### src/rtl/flagreg_stack.sv
// flagreg_stack: enable-masked condition-flag register {V,C,N,Z} with a
// LIFO save/restore stack and sticky overflow/underflow error bits.
`default_nettype none

module flagreg_stack #(
    parameter int DATA_WIDTH = 16,
    parameter int DEPTH      = 4,
    localparam int CW        = $clog2(DEPTH + 1)
) (
    input  logic                  clk,
    input  logic                  reset,
    input  logic [DATA_WIDTH-1:0] aluout,
    input  logic                  carry_in,
    input  logic                  ovf_in,
    input  logic [3:0]            flag_we,
    input  logic                  push,
    input  logic                  pop,
    input  logic                  err_clr,
    output logic [3:0]            flags,
    output logic [CW-1:0]         depth,
    output logic                  empty,
    output logic                  full,
    output logic                  err_ovf,
    output logic                  err_unf
);

    // Address width of the stack array; the array is rounded up to a power of
    // two so the pointer slice indexes it without a range mismatch.
    localparam int AW = (DEPTH > 1) ? $clog2(DEPTH) : 1;

    logic [3:0]    stack_mem [0:(2**AW)-1];
    logic [3:0]    candidate;
    logic [3:0]    updated;
    logic          do_push;
    logic          do_pop;
    logic          ovf_evt;
    logic          unf_evt;
    logic [AW-1:0] wr_idx;
    logic [AW-1:0] rd_idx;

    always_comb begin
        candidate = {ovf_in, carry_in, aluout[DATA_WIDTH-1], (aluout == '0)};
        updated   = (flag_we & candidate) | (~flag_we & flags);
        do_push   = push & ~pop & ~full;
        do_pop    = pop & ~push & ~empty;
        ovf_evt   = push & ~pop & full;
        unf_evt   = pop & ~push & empty;
        wr_idx    = AW'(depth);
        rd_idx    = AW'(depth - CW'(1));
    end

    assign empty = (depth == '0);
    assign full  = (depth == CW'(DEPTH));

    always_ff @(posedge clk or negedge reset) begin
        if (!reset) begin
            flags   <= 4'b0000;
            depth   <= '0;
            err_ovf <= 1'b0;
            err_unf <= 1'b0;
        end else begin
            // A successful pop restores the saved set and overrides flag_we.
            if (do_pop) begin
                flags <= stack_mem[rd_idx];
                depth <= depth - CW'(1);
            end else begin
                flags <= updated;
                if (do_push) begin
                    depth <= depth + CW'(1);
                end
            end
            err_ovf <= ovf_evt | (err_ovf & ~err_clr);
            err_unf <= unf_evt | (err_unf & ~err_clr);
        end
    end

    // Entries carry no reset: they are only ever read below the pointer.
    always_ff @(posedge clk) begin
        if (do_push) begin
            stack_mem[wr_idx] <= flags;
        end
    end

endmodule

`default_nettype wire

### config.mk
export PLATFORM = sky130hd
export DESIGN_NAME = flagreg_stack
export DESIGN_NICKNAME = d
export VERILOG_FILES = /design/src/rtl/flagreg_stack.sv
export SDC_FILE = /design/constraint.sdc
export NUM_CORES = 1
export LEC_CHECK = 0
export BUFFER_PORTS_ARGS = -buffer_cell sky130_fd_sc_hd__buf_2
export CAP_MARGIN = 5
export CORE_ASPECT_RATIO = 1.1
export CORE_MARGIN = 10
export CORE_UTILIZATION = 49
export DETAILED_ROUTE_END_ITERATION = 10
export GPL_TIMING_DRIVEN = 0
export PLACE_DENSITY = 0.78
export SLEW_MARGIN = 10
export SYNTH_ARGS = -nofsm -noshare
export SYNTH_HDL_FRONTEND = slang
export SYNTH_SLANG_ARGS = --single-unit
### constraint.sdc
create_clock -name clk -period 2.25 [get_ports clk]
set_input_delay 0.3375 -clock clk [delete_from_list [all_inputs] [get_ports clk]]
set_output_delay 0.3375 -clock clk [all_outputs]
set_load 0.02 [all_outputs]
; Word-level counts from Yosys, hierarchy flattened
; Memory sizes are Yosys's and may differ from the RTL's.
; Cells that the tools add are included.
[classes]
bitwise = 19
add_sub_neg = 2
reduce_logical = 3
n_mux = 5
n_eq_ne = 1
[op_table]
columns = operator, count
row1 = $logic_not A16 Y1, 1
row2 = $and A1 B1 Y1, 8
row3 = $and A4 B4 Y4, 2
row4 = $mux W3, 2
row5 = $not A1 Y1, 5
row6 = $mux W4, 1
row7 = $not A4 Y4, 1
row8 = $or A4 B4 Y4, 1
row9 = $add A3 B1 Y3 const B, 1
row10 = $eq A3 B3 Y1 const B, 1
row11 = $logic_not A3 Y1, 1
row12 = $sub A3 B1 Y3 const B, 1
row13 = $mux W1, 2
row14 = $or A1 B1 Y1, 2
row15 = $reduce_bool A2 Y1, 1
[word_totals]
inputBits = 27
ram_bits = 16
wordCells = 35
register_bits = 9
output_inout_bits = 11
n_memories = 1
[mem_list]
columns = memory, words, width, rd, rd_ports_with_merged_regs, wr, line_no
row1 = stack_mem, 4, 4, 1, 0, 1, 31  ; logic [3:0] stack_mem [0:(2**AW)-1];

; Depth between registers and ports, before layout
; Gate-level depths: netlist of the first run.
[logic_depth]
ltp_word = 5
depth_mapped = 8
depth_no_buf = 6

; Worst setup path before layout of the first run
; No wires, ideal clock.
[synth_timing]
kind = register to register
from = register depth[0]
to = memory stack_mem[0][0] (enable)
synth_period_minus_slack_ps = 2019
setup_slack_ps = 231
setup_ps = 309
path_buffers = 1
t_required_ps = 1941
t_arrival_ps = 1711
path_stages_with_launch = 7
cell_sequence = dfrtp_1 buf_6 inv_1 ha_1 ha_1 nor3b_2 and2_1
[synth_between]
elab_chain_len = 5
[synth_rtl]
columns = element, line_no
row1 = "start, declared", 20  ; output logic [CW-1:0] depth,
row2 = "start signal, assigned", 65  ; depth <= depth - CW'(1);
row3 = "start signal, assigned", 69  ; depth <= depth + CW'(1);
row4 = $eq A3 B3 Y1, 53  ; assign full = (depth == CW'(DEPTH));
row5 = via full, 22  ; output logic full,
row6 = $not A1 Y1, 44  ; do_push = push & ~pop & ~full;
row7 = $and A1 B1 Y1, 44
row8 = $mux W1, 79  ; if (do_push) begin
row9 = $mux W1 (not written as such), 80  ; stack_mem[wr_idx] <= flags;
row10 = "end, declared", 31
; The timed path passes the listed nets, and every way through them passes these cells.

; Worst setup path after layout of the first run
[layout_timing]
from = register depth[0]
to = memory stack_mem[2][1] (enable)
[layout_between]
elab_chain_len = 5
[layout_rtl]
columns = element, line_no
row1 = $eq A3 B3 Y1, 53
row2 = $not A1 Y1, 44
row3 = $and A1 B1 Y1, 44
row4 = $mux W1, 79
row5 = $mux W1 (not written as such), 80
; Parallel ways exist; a longest one is shown, timed or not.

==> impl_metrics.ini, run 1 <==
[sta]
setup_tns_ps = 0
finalHoldViolations = 0
fmax_mhz = 483
rsz0062_at_grt = false
drv_slew = 0
setup_viol = 0
fin_worst_skew_ps = 1.55
slew-limit-headroom = 0.791
fin_crit_ps = 2070
worst_pin_slew_ps = 312
finalCritPeriodShare = 0.921

[worst_hold_path]
hold_path_class = in2reg

[logic_synthesis]
synth_seq_cells = 25
synth-compound-area-share = 0.0364
synth_top_area_share = 0.411
synth-main-ff-cell = edfxtp_1
synthSimpleGateAreaFrac = 0.112
synth_fa_ha_area_frac = 0.0642
synthArstFlopShare = 0.360
synth_area_leaders = edfxtp_1 (41%), dfrtp_1 (19%), mux4_1 (6.7%)
synth_most_common_cell = edfxtp_1
syn_inst = 77
synth_nets = 110
synth_mux_area_frac = 0.138
yosysWarningCount = 0
synth_xor_area_frac = 0.0150
seq_area_frac_synth = 0.604
synth_top_family_by_area = multiplexers
synth-edff-count = 16
syn_area_per_cell_sq_um = 15.2
yosys.area.top_type = edfxtp_1
synth_common_cells = edfxtp_1 (16), dfrtp_1 (9), ha_1 (6), mux2i_1 (6), o21ai_0 (6)
ys_types = 24
synthesis.area_sq_um = 1170

[grt]
track_usage = 0.107
grt_pass1_wl_um = 3990
grt_antenna_before_repair = 0
grt_max_degree = 15
globalRouteOverflowTotal = 0
grt_pass1_vias = 854

[floorplan]
die_w_um = 66.6
ios = 38
start_util = 0.519
die_h_um = 71.2
core-area_sq_um = 2250
rows = 18
die-area_sq_um = 4740

[clock_network]
cts-root-buf = clkbuf_4
htree_num_levels = 1
clock_latency_ps = 310
path_clk_slew_ps = 130
cts_resized = 0
cts-hold-fix-buffers = 1
cts.path.max_buffers = 2
cts_setup_buffers = 0
cts_tree = done
clock_sinks = 25
numCtsBuffers = 3

[power_and_ir_drop]
power_uw = 1560
peakVddDrop_uv = 706
p_leak_uw = 0.000631
p_per_area_nw_per_um2 = 1090

[routing]
vias = 766
dr.pass1.iters = 4
drc_errors = 0
ant_nets = 0
wl_um = 2490
viasPerCell = 5.14
drtIter0Drc = 17
routedWlPerCell_um = 16.7

[layout]
layout-drive-gt1-share = 0.395
nets = 153
area_delta_synth_final_pct = 22.3
post-route-util = 0.634
diodes = 0

[worst_setup_path]
cp-start-kind = flop
end_kind = flop
path_class = reg2reg
crit_required_ps = 2270
arrival_ps = 2090
worstPathMaxFanout = 6

[place]
hpwlAfterDp_um = 1980
gp_congestion = 0.748
port_buffers = 37

[run]
maxCapViolCount = 0

[status]
outcome = finished clean
-- area by class of cell --
cell class / instances / area [sq um]
multi-input cells: 45 / 428
well taps: 30 / 37.5
flip-flops and latches: 25 / 706
clock buffers: 3 / 22.5
plain buffers: 2 / 16.3
fillers: 189 / 823
repair buffers: 38 / 195
inverters: 5 / 18.8
clock inverters: 1 / 5.00
-- layout by cell type, fill, tap and decap left out, types with 3 or more instances in the layout --
master	n
mux4_1	3
and2_1	3
mux2i_1	6
nand2_1	3
ha_1	6
edfxtp_1	16
inv_1	5
dfrtp_1	9
o21ai_0	6
buf_2	38
clkbuf_4	3
-- logic make-up after synthesis --
| logic type | count (synthesis) |
|---|---|
| compound gates | 8 |
| flops | 25 |
| xor+xnor | 2 |
| simple gates | 19 |
| fa+ha+maj | 6 |
| mux | 10 |
| buf+inv | 7 |
-- critical path, cell delays in order, from the launching register on --
cell and delay [ps]:
dfrtp_1 450, buf_6 160, inv_1 60, ha_1 230
ha_1 240, nor3b_2 310, and2_1 320
-- report_power, final --
part	switching, uW	internal (uW)
clock network	127	66.4
registers	84.4	627
logic	359	291
total	571	985
-- per-stage QoR --
stage / std cells / hold slack [ps] / cell area (sq um) / setup WS, ps
floorplan: 77 / 41.9 / 1170 / 231
detailed placement: 144 / 208 / 1390 / 178
global placement: 144 / 208 / 1390 / 223
finish: 149 / 201 / 1430 / 179
global route: 149 / 216 / 1430 / 20.9
CTS: 149 / 201 / 1430 / 162
-- path summary, 6_finish.rpt --
check	from	end	cells past startpoint	slack, ps
max in group asynchronous	reset	asynchronous set/reset pin	2	1630
min in group asynchronous	reset	asynchronous set/reset pin	2	420
min	err_clr	err_ovf$_DFF_PN0_	2	200
max reg2reg	depth[0]$_DFFE_PN0P_	stack_mem[2][1]$_DFFE_PP_	6	180
max	depth[0]$_DFFE_PN0P_	stack_mem[2][1]$_DFFE_PP_	6	180
min reg2reg	err_unf$_DFF_PN0_	err_unf$_DFF_PN0_	2	530
-- routing by layer --
metal,global-route usage,wire length (um),up-vias
met5,0,0,-
met4,0.0280,13,0
met3,0.0249,76,2
met2,0.198,1440,10
met1,0.115,953,379
li1,-,-,375
Note: power is estimated with default switching activity, not from simulation.
==> inputs of run 2 (changes only) <==
Settings changed: ABC_AREA set to 1, CORE_UTILIZATION 49 to 50, GPL_TIMING_DRIVEN 0 to unset.
==> run 2 against run 1 <==
Count of clock-buffer cells in the layout stayed put. Cell area is 5.1% higher. Routed wire length is 19% higher. Via count is 34% higher. Global-route usage is 2.5 points higher. Clock skew is 0.90 ps lower. Critical endpoint is now stack_mem[2][3]$_DFFE_PP_.
==> impl_metrics.ini, run 2 <==
[worst_setup_path]
cp-start-kind = flop
path_class = reg2reg
end_kind = flop
worstPathCellList = inv_8, ha_1, ha_1, inv_1, nand3_2, nor2_1
reg2reg_from = depth[0]$_DFFE_PN0P_
crit_slowest_cell = dfrtp_1
worstPathMaxFanout = 10
arrival_ps = 1860
rrSetupSlack_ps = 390
critPathMostFrequentCell = ha_1
r2r_cells = 6
cp_top_family = simple AND/OR/NAND/NOR gates
reg2reg_to = stack_mem[2][3]$_DFFE_PP_
critPathMaxStageDelay_ps = 470
crit_buf_inv = 2
crit_required_ps = 2250

[logic_synthesis]
synth_mux_area_frac = 0.0161
synth_most_common_cell = nand2_1
seq_area_frac_synth = 0.567
synth_top_area_share = 0.386
yosys.area.top_type = edfxtp_1
synth_top_family_by_area = simple AND/OR/NAND/NOR gates
syn_inst = 129
ys_types = 21
synth_common_cells = nand2_1 (29), inv_1 (19), nor2_1 (17)
synth_xor_area_frac = 0.00704
synth-edff-count = 16
synth_area_leaders = edfxtp_1 (39%), dfrtp_1 (18%), nand2_1 (8.7%)
synthSimpleGateAreaFrac = 0.224
synth_nets = 162
synthArstFlopShare = 0.360
syn_area_per_cell_sq_um = 9.65
synth_fa_ha_area_frac = 0.0603
synth-compound-area-share = 0.0442
synthesis.area_sq_um = 1240
synth-main-ff-cell = edfxtp_1
synth_seq_cells = 25
yosysWarningCount = 0

[layout]
nets = 205
area_delta_synth_final_pct = 20.6
final_common_cell = buf_2
post-route-util = 0.647
diodes = 0
final_cell_mix = buf_2 (37), nand2_1 (29), inv_1 (19), nor2_1 (17), edfxtp_1 (16)
layout-drive-gt1-share = 0.287
finalInstanceArea_sq_um = 1500

[clock_network]
clock_latency_ps = 310
path_clk_slew_ps = 130
cts_tree = done
cts.path.max_buffers = 2
htree_num_levels = 1
cts_setup_buffers = 0
clock_sinks = 25
cts-root-buf = clkbuf_4
numCtsBuffers = 3

[routing]
vias = 1025
ant_nets = 0
dr.pass1.iters = 4
routedWlPerCell_um = 14.7
viasPerCell = 5.10
drtIter0Drc = 23
wl_um = 2960
drc_errors = 0

[grt]
track_usage = 0.132
grt_antenna_before_repair = 0
globalRouteOverflowTotal = 0
grt_pass1_vias = 1126
grt_max_degree = 15
grt_pass1_wl_um = 4910

[run]
maxCapViolCount = 0

[sta]
finalHoldViolations = 0
fin_worst_skew_ps = 0.652
drv_slew = 0
setup_viol = 0
setup_tns_ps = 0
fin_crit_ps = 1860
finalCritPeriodShare = 0.827
worst_pin_slew_ps = 315
rsz0062_at_grt = false
slew-limit-headroom = 0.789
whs_ps = 203
fmax_mhz = 538

[place]
gp_congestion = 0.987
port_buffers = 37
dpl_cell_area_sq_um = 1460
hpwlAfterDp_um = 2370

[power_and_ir_drop]
p_leak_uw = 0.000730
power_uw = 1710
peakVddDrop_uv = 757
p_per_area_nw_per_um2 = 1140

[floorplan]
core-area_sq_um = 2320
die-area_sq_um = 4890
rows = 18
die_w_um = 67.6
ios = 38
start_util = 0.537
die_h_um = 72.3

[worst_hold_path]
whs_endpoint = err_ovf$_DFF_PN0_
worstHoldPathCells = 2
min_from = err_clr
hold_path_class = in2reg

[status]
outcome = finished clean
[run 2: changes by cell type after synthesis, moves of 3 or more]
cell     before  now
and2_1        3    0
inv_1         5   19
mux2i_1       6    2
mux4_1        3    0
nand2_1       3   29
nand3_1       0   12
nor2_1        2   17
[run 2: layer usage]
layer	global-route usage	vias to the layer above	routed length (um)
met5	0	-	0
met4	0.0685	0	78
met3	0.0323	8	188
met2	0.235	43	1490
met1	0.137	472	1210
li1	-	502	-
[run 2: cells by family (layout without fill, tap and decap cells)]
kind of cell,after synthesis,after routing
flip-flops,25,25
XOR/XNOR,1,1
adder cells (fa/ha/maj),6,6
AO/OA/AOI/OAI,9,9
buffers and inverters,23,65
AND/OR/NAND/NOR,63,63
multiplexers,2,2
[run 2: repair_timing]
item / in CTS / in global routing
hold buffers: 1 / 0
endpoints found under the hold margin: 9 / 0
gates resized for setup: 0 / 0
[run 2: worst max path at each step]
stage | start | end | slack [ps] | cells after the start
final | depth[0]$_DFFE_PN0P_ | stack_mem[2][3]$_DFFE_PP_ | 390 | 6
after detailed placement | depth[0]$_DFFE_PN0P_ | stack_mem[1][3]$_DFFE_PP_ | 420 | 6
after global routing | depth[1]$_DFFE_PN0P_ | stack_mem[1][2]$_DFFE_PP_ | 270 | 6
after CTS | depth[1]$_DFFE_PN0P_ | stack_mem[1][1]$_DFFE_PP_ | 400 | 6
after global placement | depth[0]$_DFFE_PN0P_ | stack_mem[2][1]$_DFFE_PP_ | 490 | 6
after floorplan | depth[0]$_DFFE_PN0P_ | stack_mem[3][0]$_DFFE_PP_ | 240 | 7
[run 2: final cells by class]
cell class,instances,area [sq um]
sequential,25,706
fill,194,818
timing repair buffer,39,203
clock buffer,3,22.5
clock inverter,1,5.00
multi-input combinational,81,438
tap,30,37.5
inverter,22,90.1
[run 2: power by group]
group	leakage, uW	total [uW]	internal, uW	switching (uW)
clock	0.0000177	194	66.5	127
sequential	0.000258	759	637	122
combinational	0.000454	759	263	497
total	0.000730	1710	967	746
[run 2: metrics by stage]
stage / setup slack (ps) / instances
2_1_floorplan: 241 / 129
3_5_place_dp: 425 / 196
5_1_grt: 268 / 201
4_1_cts: 398 / 201
3_3_place_gp: 490 / 196
6_report: 390 / 201
[run 2: worst reg2reg max path, stage by stage (launching register included)]
cell and delay (ps):
dfrtp_1 470, inv_8 60, ha_1 240, ha_1 210, inv_1 80, nand3_2 180
nor2_1 310
==> inputs of run 3 (changes only) <==
Clock period 2.25 ns to 1.9 ns, I/O delays scaled along.
==> run 3 against run 2 <==
Via count decreased by 1.4%. Critical endpoint is now stack_mem[1][3]$_DFFE_PP_. Hold slack lost 56 ps. Highest routed layer unchanged. Sequential cell count is the same. Die area unchanged.
==> impl_metrics.ini, run 3 (same netlist as run 2, synthesis figures left out) <==
[status]
outcome = finished clean

[floorplan]
core-area_sq_um = 2320
die_h_um = 72.3
start_util = 0.537
die-area_sq_um = 4890
rows = 18
die_w_um = 67.6
ios = 38

[power_and_ir_drop]
p_int_uw = 1150
p_sw_uw = 904
peakVddDrop_uv = 997
p_per_area_nw_per_um2 = 1360
pwr-share-clk = 0.114
switching_share = 0.440
p_leak_uw = 0.000728
combPwrFrac = 0.455
pwr-share-seq = 0.431
power_uw = 2060

[routing]
dr.pass1.iters = 4
drtIter0Drc = 23
wl_um = 2840
vias = 1011
viasPerCell = 5.03
ant_nets = 0
drc_errors = 0
routedWlPerCell_um = 14.1

[clock_network]
cts_setup_buffers = 0
cts.path.max_buffers = 2
cts_tree = done
path_clk_slew_ps = 130
cts-root-buf = clkbuf_4
clock_sinks = 25
clock_latency_ps = 320
cts-hold-fix-buffers = 1
cts_resized = 0
htree_num_levels = 1
numCtsBuffers = 3

[place]
hpwlAfterDp_um = 2360
gp_congestion = 0.868
port_buffers = 37

[worst_setup_path]
cp-start-kind = flop
path_class = reg2reg
end_kind = flop
crit_required_ps = 1930
worstPathMaxFanout = 7
arrival_ps = 1810

[layout]
diodes = 0
nets = 205
final_cell_mix = buf_2 (37), nand2_1 (29), inv_1 (19), edfxtp_1 (16), nor2_1 (13)
fillers = 207
post-route-util = 0.652
layout-drive-gt1-share = 0.316
area_delta_synth_final_pct = 21.5
final_common_cell = buf_2

[grt]
grt_pass1_wl_um = 4570
grt_max_degree = 15
track_usage = 0.119
grt_pass1_vias = 1051
globalRouteOverflowTotal = 0
grt_antenna_before_repair = 0

[sta]
fin_crit_ps = 1780
finalCritPeriodShare = 0.937
worst_pin_slew_ps = 231
fin_worst_skew_ps = 2.58
fmax_mhz = 562
slew-limit-headroom = 0.845
setup_viol = 0
rsz0062_at_grt = false
drv_slew = 0
finalHoldViolations = 0

[run]
maxCapViolCount = 0

[worst_hold_path]
hold_path_class = in2reg
run 3: cell counts in the layout (fill, tap and decap cells not counted):
Identical to the previous run, type by type.
run 3: metrics by stage:
stage	cell area, sq um	setup TNS, ps	std cells	setup slack (ps)	hold WS, ps
floorplan	1260	-54.5	129	-3.41	-10.6
global placement	1480	0	196	210	148
detailed placement	1480	0	196	153	150
CTS	1510	0	201	132	141
global route	1510	0	201	33.8	153
finish	1510	0	201	120	146
run 3: cell type report:
class	count	area (sq um)	area share
clock buffers	3	22.5	0.0149
clock inverters	1	5.00	0.00331
multi-input cells	81	448	0.296
repair buffers	39	203	0.134
well taps	30	37.5	0.0248
inverters	22	90.1	0.0596
flip-flops and latches	25	707	0.467
run 3: power groups by stage:
stage / Sequential [uW] / Clock, uW / Combinational, uW
5_1_grt: 904 / 254 / 1040
6_report: 886 / 235 / 934
3_5_place_dp: 902 / 0 / 940
4_1_cts: 890 / 237 / 945
3_3_place_gp: 899 / 0 / 921
2_1_floorplan: 958 / 0 / 559
run 3: critical path, stage by stage (launching register included):
cell and delay (ps):
dfrtp_1 440, inv_1 80, ha_1 220, ha_1 200, inv_1 80, nand3_2 210, nor2_2 250
run 3: worst paths after layout:
path                                 startpoint                   endpoint  slack [ps]  depth (start not counted)
max                        depth[1]$_DFFE_PN0P_  stack_mem[1][3]$_DFFE_PP_         120                          6
min in group asynchronous                 reset       depth[2]$_DFFE_PN0P_         330                          2
min                                     err_clr          err_ovf$_DFF_PN0_         150                          2
max in group asynchronous                 reset       depth[0]$_DFFE_PN0P_        1380                          2
max reg2reg                depth[1]$_DFFE_PN0P_  stack_mem[1][3]$_DFFE_PP_         120                          6
min reg2reg                   err_ovf$_DFF_PN0_          err_ovf$_DFF_PN0_         550                          2
run 3: layer usage:
metal,routed length (um),GRT usage
met4,19,0.0342
met3,256,0.0476
met2,1360,0.204
met5,0,0
met1,1200,0.129
